### src/rtl/adc_meter_pkg.sv
// Shared encodings for the ADC measurement front end.
package adc_meter_pkg;

  // Conditioning modes selected by the mode input
  localparam logic [1:0] MODE_LIVE = 2'd0;
  localparam logic [1:0] MODE_AVG  = 2'd1;
  localparam logic [1:0] MODE_MAX  = 2'd2;
  localparam logic [1:0] MODE_MIN  = 2'd3;

  // Conversion handshake states
  typedef enum logic [1:0] {
    ST_IDLE = 2'd0,
    ST_WAIT = 2'd1,
    ST_PROC = 2'd2
  } state_t;

  // Bits reserved for the full-scale millivolt coefficient (up to 4095 mV)
  localparam int MV_COEF_W = 12;

  // Width of sample x full-scale product
  function automatic int prod_w(input int data_w);
    return data_w + MV_COEF_W;
  endfunction

endpackage

### src/rtl/adc_meter_scale.sv
// Registered conversion of a conditioned code into millivolts.
module adc_meter_scale
  import adc_meter_pkg::*;
#(
  parameter int DATA_W        = 10,
  parameter int FULL_SCALE_MV = 3300
) (
  input  logic              sysclk,
  input  logic              reset,
  input  logic [DATA_W-1:0] value_p1,
  input  logic              vld_p1,
  output logic [15:0]       result_mv,
  output logic              result_valid
);

  localparam int PROD_W = prod_w(DATA_W);

  logic [15:0] mv_p2;
  logic        vld_p2;

  // Code to millivolts, truncating the fractional part
  function automatic logic [15:0] to_mv(input logic [DATA_W-1:0] v);
    logic [PROD_W-1:0] prod;
    prod = PROD_W'(v) * PROD_W'(FULL_SCALE_MV);
    return 16'(prod >> DATA_W);
  endfunction

  // p1 -> p2: strobe follows the emit request by one cycle
  always_ff @(posedge sysclk) begin
    if (reset) vld_p2 <= 1'b0;
    else       vld_p2 <= vld_p1;
  end

  // p1 -> p2: result only changes on an emitted value, otherwise holds
  always_ff @(posedge sysclk) begin
    if (reset)       mv_p2 <= '0;
    else if (vld_p1) mv_p2 <= to_mv(value_p1);
  end

  assign result_mv    = mv_p2;
  assign result_valid = vld_p2;

endmodule

### src/rtl/adc_meter.sv
// ADC front end: periodic conversion start, start/valid handshake with
// timeout, per-mode sample conditioning and millivolt scaling.
module adc_meter
  import adc_meter_pkg::*;
#(
  parameter int DATA_W        = 10,
  parameter int N_DIV         = 999,
  parameter int AVG_LOG2      = 4,
  parameter int FULL_SCALE_MV = 3300,
  parameter int TIMEOUT       = 2047
) (
  input  logic              sysclk,
  input  logic              reset,
  input  logic              enable,
  input  logic [1:0]        mode,
  input  logic              clear,
  output logic              adc_start,
  input  logic [DATA_W-1:0] adc_data,
  input  logic              adc_valid,
  output logic [15:0]       result_mv,
  output logic              result_valid,
  output logic              busy,
  output logic              overrun,
  output logic              adc_err
);

  localparam int TICK_W = (N_DIV > 0) ? $clog2(N_DIV + 1) : 1;
  localparam int TMO_W  = (TIMEOUT > 0) ? $clog2(TIMEOUT + 1) : 1;
  localparam int ACC_W  = DATA_W + AVG_LOG2;
  localparam int CNT_W  = AVG_LOG2 + 1;
  localparam logic [CNT_W-1:0]  CNT_FULL = CNT_W'(2 ** AVG_LOG2);
  localparam logic [DATA_W-1:0] ALL_ONES = '1;

  state_t              state, state_nx;
  logic [TICK_W-1:0]   tick_cnt;
  logic                tick;
  logic [TMO_W-1:0]    tmo_cnt;
  logic                tmo_exp;
  logic                start_nx, adc_start_q;
  logic [DATA_W-1:0]   sample_p0;
  logic [1:0]          mode_q;
  logic                mode_chg;
  logic [ACC_W-1:0]    acc, acc_base, acc_sum;
  logic [CNT_W-1:0]    cnt, cnt_base, cnt_inc;
  logic [DATA_W-1:0]   max_r, min_r, max_base, min_base, max_nx, min_nx;
  logic [DATA_W-1:0]   value_p1;
  logic                vld_p1;
  logic                overrun_q, adc_err_q;

  assign tick     = enable && (tick_cnt == TICK_W'(N_DIV));
  assign tmo_exp  = (state == ST_WAIT) && !adc_valid && (tmo_cnt == '0);
  assign mode_chg = (mode != mode_q);

  // Free-running divider; frozen while disabled
  always_ff @(posedge sysclk) begin
    if (reset)       tick_cnt <= '0;
    else if (enable) tick_cnt <= tick ? '0 : tick_cnt + TICK_W'(1);
  end

  // FSM state register and registered conversion request
  always_ff @(posedge sysclk) begin
    if (reset) begin
      state       <= ST_IDLE;
      adc_start_q <= 1'b0;
    end else begin
      state       <= state_nx;
      adc_start_q <= start_nx;
    end
  end

  // FSM next state: valid takes priority over an expiring timeout
  always_comb begin
    state_nx = state;
    start_nx = 1'b0;
    case (state)
      ST_IDLE: if (tick) begin
        start_nx = 1'b1;
        state_nx = ST_WAIT;
      end
      ST_WAIT: begin
        if (adc_valid)          state_nx = ST_PROC;
        else if (tmo_cnt == '0) state_nx = ST_IDLE;
      end
      ST_PROC: state_nx = ST_IDLE;
      default: state_nx = ST_IDLE;
    endcase
  end

  // Timeout counter: loaded with the start request, counts down in WAIT
  always_ff @(posedge sysclk) begin
    if (reset)                                  tmo_cnt <= '0;
    else if (start_nx)                          tmo_cnt <= TMO_W'(TIMEOUT);
    else if (state == ST_WAIT && tmo_cnt != '0) tmo_cnt <= tmo_cnt - TMO_W'(1);
  end

  // p0: capture the returned sample
  always_ff @(posedge sysclk) begin
    if (state == ST_WAIT && adc_valid) sample_p0 <= adc_data;
  end

  // Previous mode, used to detect a mode switch
  always_ff @(posedge sysclk) begin
    if (reset) mode_q <= MODE_LIVE;
    else       mode_q <= mode;
  end

  // A mode switch landing on the PROC cycle starts the new mode from scratch
  assign acc_base = mode_chg ? '0 : acc;
  assign cnt_base = mode_chg ? '0 : cnt;
  assign max_base = mode_chg ? '0 : max_r;
  assign min_base = mode_chg ? ALL_ONES : min_r;
  assign acc_sum  = acc_base + ACC_W'(sample_p0);
  assign cnt_inc  = cnt_base + CNT_W'(1);
  assign max_nx   = (sample_p0 > max_base) ? sample_p0 : max_base;
  assign min_nx   = (sample_p0 < min_base) ? sample_p0 : min_base;

  // p0 -> p1: per-mode value and emit decision; clear discards the sample
  always_comb begin
    value_p1 = sample_p0;
    vld_p1   = 1'b0;
    if (state == ST_PROC && !clear) begin
      case (mode)
        MODE_LIVE: vld_p1 = 1'b1;
        MODE_AVG: if (cnt_inc == CNT_FULL) begin
          value_p1 = DATA_W'(acc_sum >> AVG_LOG2);
          vld_p1   = 1'b1;
        end
        MODE_MAX: begin
          value_p1 = max_nx;
          vld_p1   = 1'b1;
        end
        MODE_MIN: begin
          value_p1 = min_nx;
          vld_p1   = 1'b1;
        end
        default: vld_p1 = 1'b0;
      endcase
    end
  end

  // Accumulator and hold registers
  always_ff @(posedge sysclk) begin
    if (reset || clear) begin
      acc   <= '0;
      cnt   <= '0;
      max_r <= '0;
      min_r <= ALL_ONES;
    end else if (state == ST_PROC) begin
      acc   <= acc_base;
      cnt   <= cnt_base;
      max_r <= max_base;
      min_r <= min_base;
      case (mode)
        MODE_AVG: begin
          if (cnt_inc == CNT_FULL) begin
            acc <= '0;
            cnt <= '0;
          end else begin
            acc <= acc_sum;
            cnt <= cnt_inc;
          end
        end
        MODE_MAX: max_r <= max_nx;
        MODE_MIN: min_r <= min_nx;
        default: ;
      endcase
    end else if (mode_chg) begin
      acc   <= '0;
      cnt   <= '0;
      max_r <= '0;
      min_r <= ALL_ONES;
    end
  end

  // Sticky status flags
  always_ff @(posedge sysclk) begin
    if (reset || clear) begin
      overrun_q <= 1'b0;
      adc_err_q <= 1'b0;
    end else begin
      if (tick && state != ST_IDLE) overrun_q <= 1'b1;
      if (tmo_exp)                  adc_err_q <= 1'b1;
    end
  end

  // p1 -> p2: scaling stage
  adc_meter_scale #(
    .DATA_W        (DATA_W),
    .FULL_SCALE_MV (FULL_SCALE_MV)
  ) u_scale (
    .sysclk       (sysclk),
    .reset        (reset),
    .value_p1     (value_p1),
    .vld_p1       (vld_p1),
    .result_mv    (result_mv),
    .result_valid (result_valid)
  );

  assign adc_start = adc_start_q;
  assign busy      = (state != ST_IDLE);
  assign overrun   = overrun_q;
  assign adc_err   = adc_err_q;

endmodule
### config.mk
export PLATFORM = sky130hd
export DESIGN_NAME = adc_meter
export DESIGN_NICKNAME = d
export VERILOG_FILES = /design/src/rtl/adc_meter_pkg.sv /design/src/rtl/adc_meter_scale.sv /design/src/rtl/adc_meter.sv
export SDC_FILE = /design/constraint.sdc
export NUM_CORES = 1
export LEC_CHECK = 0
export BUFFER_PORTS_ARGS = -buffer_cell sky130_fd_sc_hd__buf_2
export CORE_ASPECT_RATIO = 1.75
export CORE_UTILIZATION = 30
export DETAILED_ROUTE_END_ITERATION = 7
export GPL_TIMING_DRIVEN = 0
export SETUP_SLACK_MARGIN = 0.4
export SYNTH_ARGS = -nofsm -noshare
export SYNTH_HDL_FRONTEND = slang
export SYNTH_SLANG_ARGS = --single-unit
### constraint.sdc
create_clock -name sysclk -period 10.8 [get_ports sysclk]
set_clock_uncertainty 0.1 [all_clocks]
set_input_delay 0.54 -clock sysclk [delete_from_list [all_inputs] [get_ports sysclk]]
set_output_delay 0.54 -clock sysclk [all_outputs]
set_load 0.1 [all_outputs]
Word level (Yosys, flattened, before mapping) --
Cells that the tools add are included.
Cells by class: $add $sub $neg 4, multiply operators 1, order comparisons 2, eq/ne operators 10, mux-type cells 31, reductions and logical operators 18
Operators by type and width (count):
- $mux 10 | 11
- $mux 14 | 4
- $pmux 10 s3 | 1
- $mux 11 | 2
- $mul 10x10->20 const B | 1
- $mux 5 | 4
- $add 14x10->14 | 1
- $logic_not 11->1 | 1
- $reduce_bool 11->1 | 1
- $sub 11x1->11 const B | 1
- $add 10x1->10 const B | 1
- $eq 10x10->1 const B | 1
- $gt 10x10->1 | 1
- $lt 10x10->1 | 1
- $logic_and 1x1->1 | 7
- $eq 2x2->1 const B | 3
- $mux 2 | 3
- $add 5x1->5 const B | 1
- $eq 5x5->1 const B | 1
- $eq 2x1->1 const B | 2
- $logic_not 2->1 | 2
- $mux 1 | 4
- $pmux 2 s2 | 1
- $reduce_bool 2->1 | 2
- other kinds (8) | 9
Word-level totals: bits in registers 90, output and inout bits 21

Longest topological paths before layout --
depth in word-level cells 8, gate-level depth with buffers 34, depth with buffers taken out 32

Cells and area by module --
From an unflattened synthesis, not the netlist that was laid out.
Unflattened totals: cells, all modules 841, area, all modules 7292.0 um^2
Modules (own cells, without submodules):
- adc_meter | instances 1, cells an instance 597, area an instance 4889.7 um^2, seq. area each 1641.6 um^2
- adc_meter_scale | instances 1, cells an instance 244, area an instance 2402.3 um^2, seq. area each 260.2 um^2

Worst setup path before layout --
No wires, ideal clock.
kind in2reg, from input mode[0], to register u_scale.mv_p2[11], in the netlist u_scale.result_mv[11], library setup time 118 ps, arrival time 7303 ps, required time 10582 ps, path slack 3279 ps, stages on the path 33, path buffers 2, cell sequence buf_2 -> xnor2_1 -> clkbuf_1 -> and3_1 -> ha_1 -> inv_1 -> fa_1 -> nor2b_1 -> o21ai_0 -> a21boi_0 -> o21ai_0 -> a21boi_0 -> nor2_1 -> mux2_2 -> a221o_1 -> o21ai_0 -> a21oi_1 -> ha_1 -> ha_1 -> ha_1 -> inv_1 -> fa_1 -> inv_1 -> fa_1 -> ha_1 -> a211o_1 -> a21oi_1 -> o31ai_1 -> o31ai_1 -> o41ai_4 -> o41ai_4 -> nand3_1 -> nor3b_2
On the way: longest elaborated chain between the ends 8
Ends and longest elaborated chain:
- start, declared | RTL line adc_meter.sv:15 | input logic [1:0] mode,
- $ne 2x2->1 | RTL line adc_meter.sv:52 | assign mode_chg = (mode != mode_q);
- $mux 5
- $add 5x1->5 | RTL line adc_meter.sv:113 | assign cnt_inc = cnt_base + CNT_W'(1);
- $eq 5x5->1 | RTL line adc_meter.sv:124 | MODE_AVG: if (cnt_inc == CNT_FULL) begin
- $mux 10 | RTL line adc_meter.sv:124
- $pmux 10 s3 | RTL line adc_meter.sv:122 | case (mode)
- $mux 10 | RTL line adc_meter.sv:121 | if (state == ST_PROC && !clear) begin
- $mul 10x10->20 | RTL line adc_meter_scale.sv:24 | prod = PROD_W'(v) * PROD_W'(FULL_SCALE_MV);
- end signal, assigned | RTL line adc_meter_scale.sv:37 | else if (vld_p1) mv_p2 <= to_mv(value_p1);
- end, declared | RTL line adc_meter_scale.sv:18 | logic [15:0] mv_p2;
Several ways; a longest one is shown, not always the timed one. A chain may end at the register's enable or synchronous reset.

Worst setup path in the final report --
from register mode_q[1], to register u_scale.mv_p2[11], in the netlist u_scale.result_mv[11]
On the way: longest elaborated chain between the ends 8
Ends and longest elaborated chain:
- start, declared | RTL line adc_meter.sv:41 | logic [1:0] mode_q;
- start signal, assigned | RTL line adc_meter.sv:104 | else mode_q <= mode;
- $ne 2x2->1 (*) | RTL line adc_meter.sv:52
- $mux 5
- $add 5x1->5 | RTL line adc_meter.sv:113
- $eq 5x5->1 | RTL line adc_meter.sv:124
- $mux 10 | RTL line adc_meter.sv:124
- $pmux 10 s3 | RTL line adc_meter.sv:122
- $mux 10 | RTL line adc_meter.sv:121
- $mul 10x10->20 | RTL line adc_meter_scale.sv:24
Mark *: on every way between the ends. The rest lies on a longest branch, timed or not.

==> reports/results.txt <==
Cell Pwr Density = 84.6 nW/um2
Worst-margin pin slew = 1180 ps
Vias post-DR = 6351
Synth Flop Type = dfxtp_1
Max-slew headroom = 20.9%
Tot GR Track Use = 17.5%
Commonest non-fill, non-tap cells in the layout = 97 x ha_1, 93 x nand2_1, 84 x nor2_1
Die X = 120 um
WS Path Type = reg -> reg
Die H = 208 um
WL/cell = 16.7 um
Post-DP HPWL = 16.6 mm
Layout cells sized above 1 = 8.51%
Unrepaired setup endpoints after global routing = no
Reg clk slew, reported paths = 70 ps
Sequential fraction of the synthesis area = 26.1%
Number of DRC markers in iteration 0 = 281
Worst Hold Class = in -> reg
Hold depth = 1
Crit path max fanout = 10
Die area = 25000 um2
Average vias per placed instance = 5.18
Maximum clock rate = 110 MHz
Non-Filler Instances = 1225
Clock root buffer = clkbuf_16
GRT overflow = 0
Critical-path top delay cell = buf_1
# DRC = 0
# setup viols final = 0
Detailed Routing Iterations Pass 1 = 5
Post-CTS Setup Bufs = 0
GPL Wtd Cong = 0.902
Netlist cell types = 78
Port bufs = 31
Reg-to-reg startpoint = mode_q[1]
Clk_lat worst skew = 370 ps
Synth Cell Area = 7290 um2
Period utilisation layout = 84.4%
# diodes = 0
Crit path DAT = 9280 ps
CTS Hold Buffers Added = 0
CTS Buffer Depth = 2
Ys Warns = 0
Nets = 1048
Top cells by area, synth = dfxtp_1 22%, ha_1 17%, fa_1 6.0%
EDFF count, synth = 10
CTS sink count = 90
Syn_area_per_cell = 8.41 um2
Number of buffers created by CTS = 9
CTS tree = yes
Asr flop ratio synth = 0%
Number of antenna-violating nets in the routed design = 0
First-pass GRT wire length = 33.7 mm
Gate Count Post-Synth = 867
Total chip power = 0.000687 W
Design area = 8120 um2
Yosys reg bits = 90
Layout filler cell count = 2525
Minimum clock period = 9120 ps
Initial antenna violation count = 0
Peak VDD IR = 0.000107 V
Final Hold Fails = 0
Pleak = 3.38 nW
Core ar. = 23900 um2
Flop2flop setup slack = 1680 ps
Dpl cells = 1209
Util after Layout = 33.9%
Yosys top cell by area = dfxtp_1
Final TNS setup = 0 ps
Critical Path Sink Type = flip-flop
Most common cell after layout, fill and taps aside = ha_1
Row count = 75
CP required = 10960 ps
Max Cap Viol = 0
CP Capture Point = u_scale.result_mv[11]
Initial Util = 30.5%
Worst stage delay on the critical path = 550 ps
PostCTS Resize Cnt = 0
Worst R2R Path Depth = 32
Startpoint types = flip-flop
Routed WL = 20.5 mm
Crit path launch = mode_q[1]
Yosys top cell area share = 22.0%
# IOs = 38
Area Overhead vs Synth = 11.4%
H-tree levels = 3
Outcome = finished clean
Pin count of the biggest net entering global routing = 17
Worst reg2reg endpoint = u_scale.result_mv[11]
Vias in the first global route = 6641
Post-Place Cell Area = 7850 um2
Max-slew violations = 0
==> registers in the layout, summed over array words and instances, names as in the netlist <==
signal,count
acc,14
u_scale.result_mv,12
tmo_cnt,11
max_r,10
min_r,10
sample_p0,10
tick_cnt,10
cnt,5
mode_q,2
state,2
adc_err,1
adc_start,1
overrun,1
u_scale.result_valid,1
==> metrics by stage <==
step / worst slack (ps) / hold WS [ps]
global placement: 1440 / 339
finish: 1680 / 241
global route: 1110 / 235
CTS: 1650 / 234
floorplan: 3280 / 348
detailed placement: 1330 / 345
==> critical path, delay by kind of cell (launching register included) <==
family / cells / cell delay [ps]
buf+inv: 6 / 1770
xor+xnor: 1 / 170
simple gates: 8 / 1420
compound gates: 9 / 2060
flops: 1 / 350
mux: 1 / 280
fa+ha+maj: 7 / 2830
==> cells by family (layout without fill, tap and decap cells) <==
kind of cell,after synthesis,after routing,synth area share [%]
multiplexers,5,5,0.738
AND/OR/NAND/NOR,314,314,20.6
adder cells (fa/ha/maj),119,119,22.7
buffers and inverters,92,139,5.11
other,1,4,0.0514
AO/OA/AOI/OAI,206,206,19.9
flip-flops,90,90,26.1
XOR/XNOR,40,40,4.80
==> cells in the mapped netlist, types with 4 or more instances <==
cell / count
a211o_1: 5
a211oi_1: 11
a21boi_0: 6
a21o_1: 12
a21oi_1: 65
a22oi_1: 8
and2_1: 4
and3_1: 17
buf_1: 4
buf_2: 4
buf_4: 4
clkbuf_1: 20
dfxtp_1: 80
edfxtp_1: 10
fa_1: 22
ha_1: 97
inv_1: 58
nand2_1: 93
nand2b_1: 10
nand3_1: 33
nand4_1: 8
nor2_1: 84
nor2b_1: 11
nor3_1: 19
nor4_1: 7
o211ai_1: 5
o21a_1: 4
o21ai_0: 41
o21bai_1: 4
o221ai_1: 4
o31ai_1: 5
or3_1: 6
xnor2_1: 20
xor2_1: 20
==> worst min path at each step <==
stage / startpoint / slack, ps / endpoint
2_1_floorplan: max_r[3] / 350 / max_r[3]
3_3_place_gp: u_scale.result_mv[7] / 340 / u_scale.result_mv[7]
3_5_place_dp: u_scale.result_mv[1] / 340 / u_scale.result_mv[1]
4_1_cts: adc_data[2] / 230 / sample_p0[2]
5_1_grt: adc_data[8] / 240 / sample_p0[8]
6_report: adc_data[5] / 240 / sample_p0[5]
==> where the power goes <==
group / switching, W / internal [W] / leakage (nW)
combinational: 0.0000323 / 0.00000886 / 2.51
clock: 0.000148 / 0.000158 / 0.135
sequential: 0.00000121 / 0.000338 / 0.735
total: 0.000181 / 0.000506 / 3.38
==> final cells by class <==
cell class                 count  area [um2]  share of cell area, %
clock buffer                  10         229                   2.82
multi-input combinational    688        5030                   61.9
sequential                    90        1900                   23.4
timing repair buffer          31         155                   1.91
inverter                      59         221                   2.73
tap                          308         385                   4.74
buffer                        33         151                   1.86
clock inverter                 6        47.5                  0.585
==> layer usage <==
| metal | track usage [%] | up-vias | part of all wire, % |
|---|---|---|---|
| li1 | - | 3172 | - |
| met1 | 16.2 | 2977 | 35 |
| met2 | 33.5 | 139 | 55 |
| met3 | 2.74 | 63 | 3.0 |
| met4 | 13.3 | 0 | 6.3 |
| met5 | 0 | - | 0 |
No activity file was read; power rests on OpenSTA's default activity.
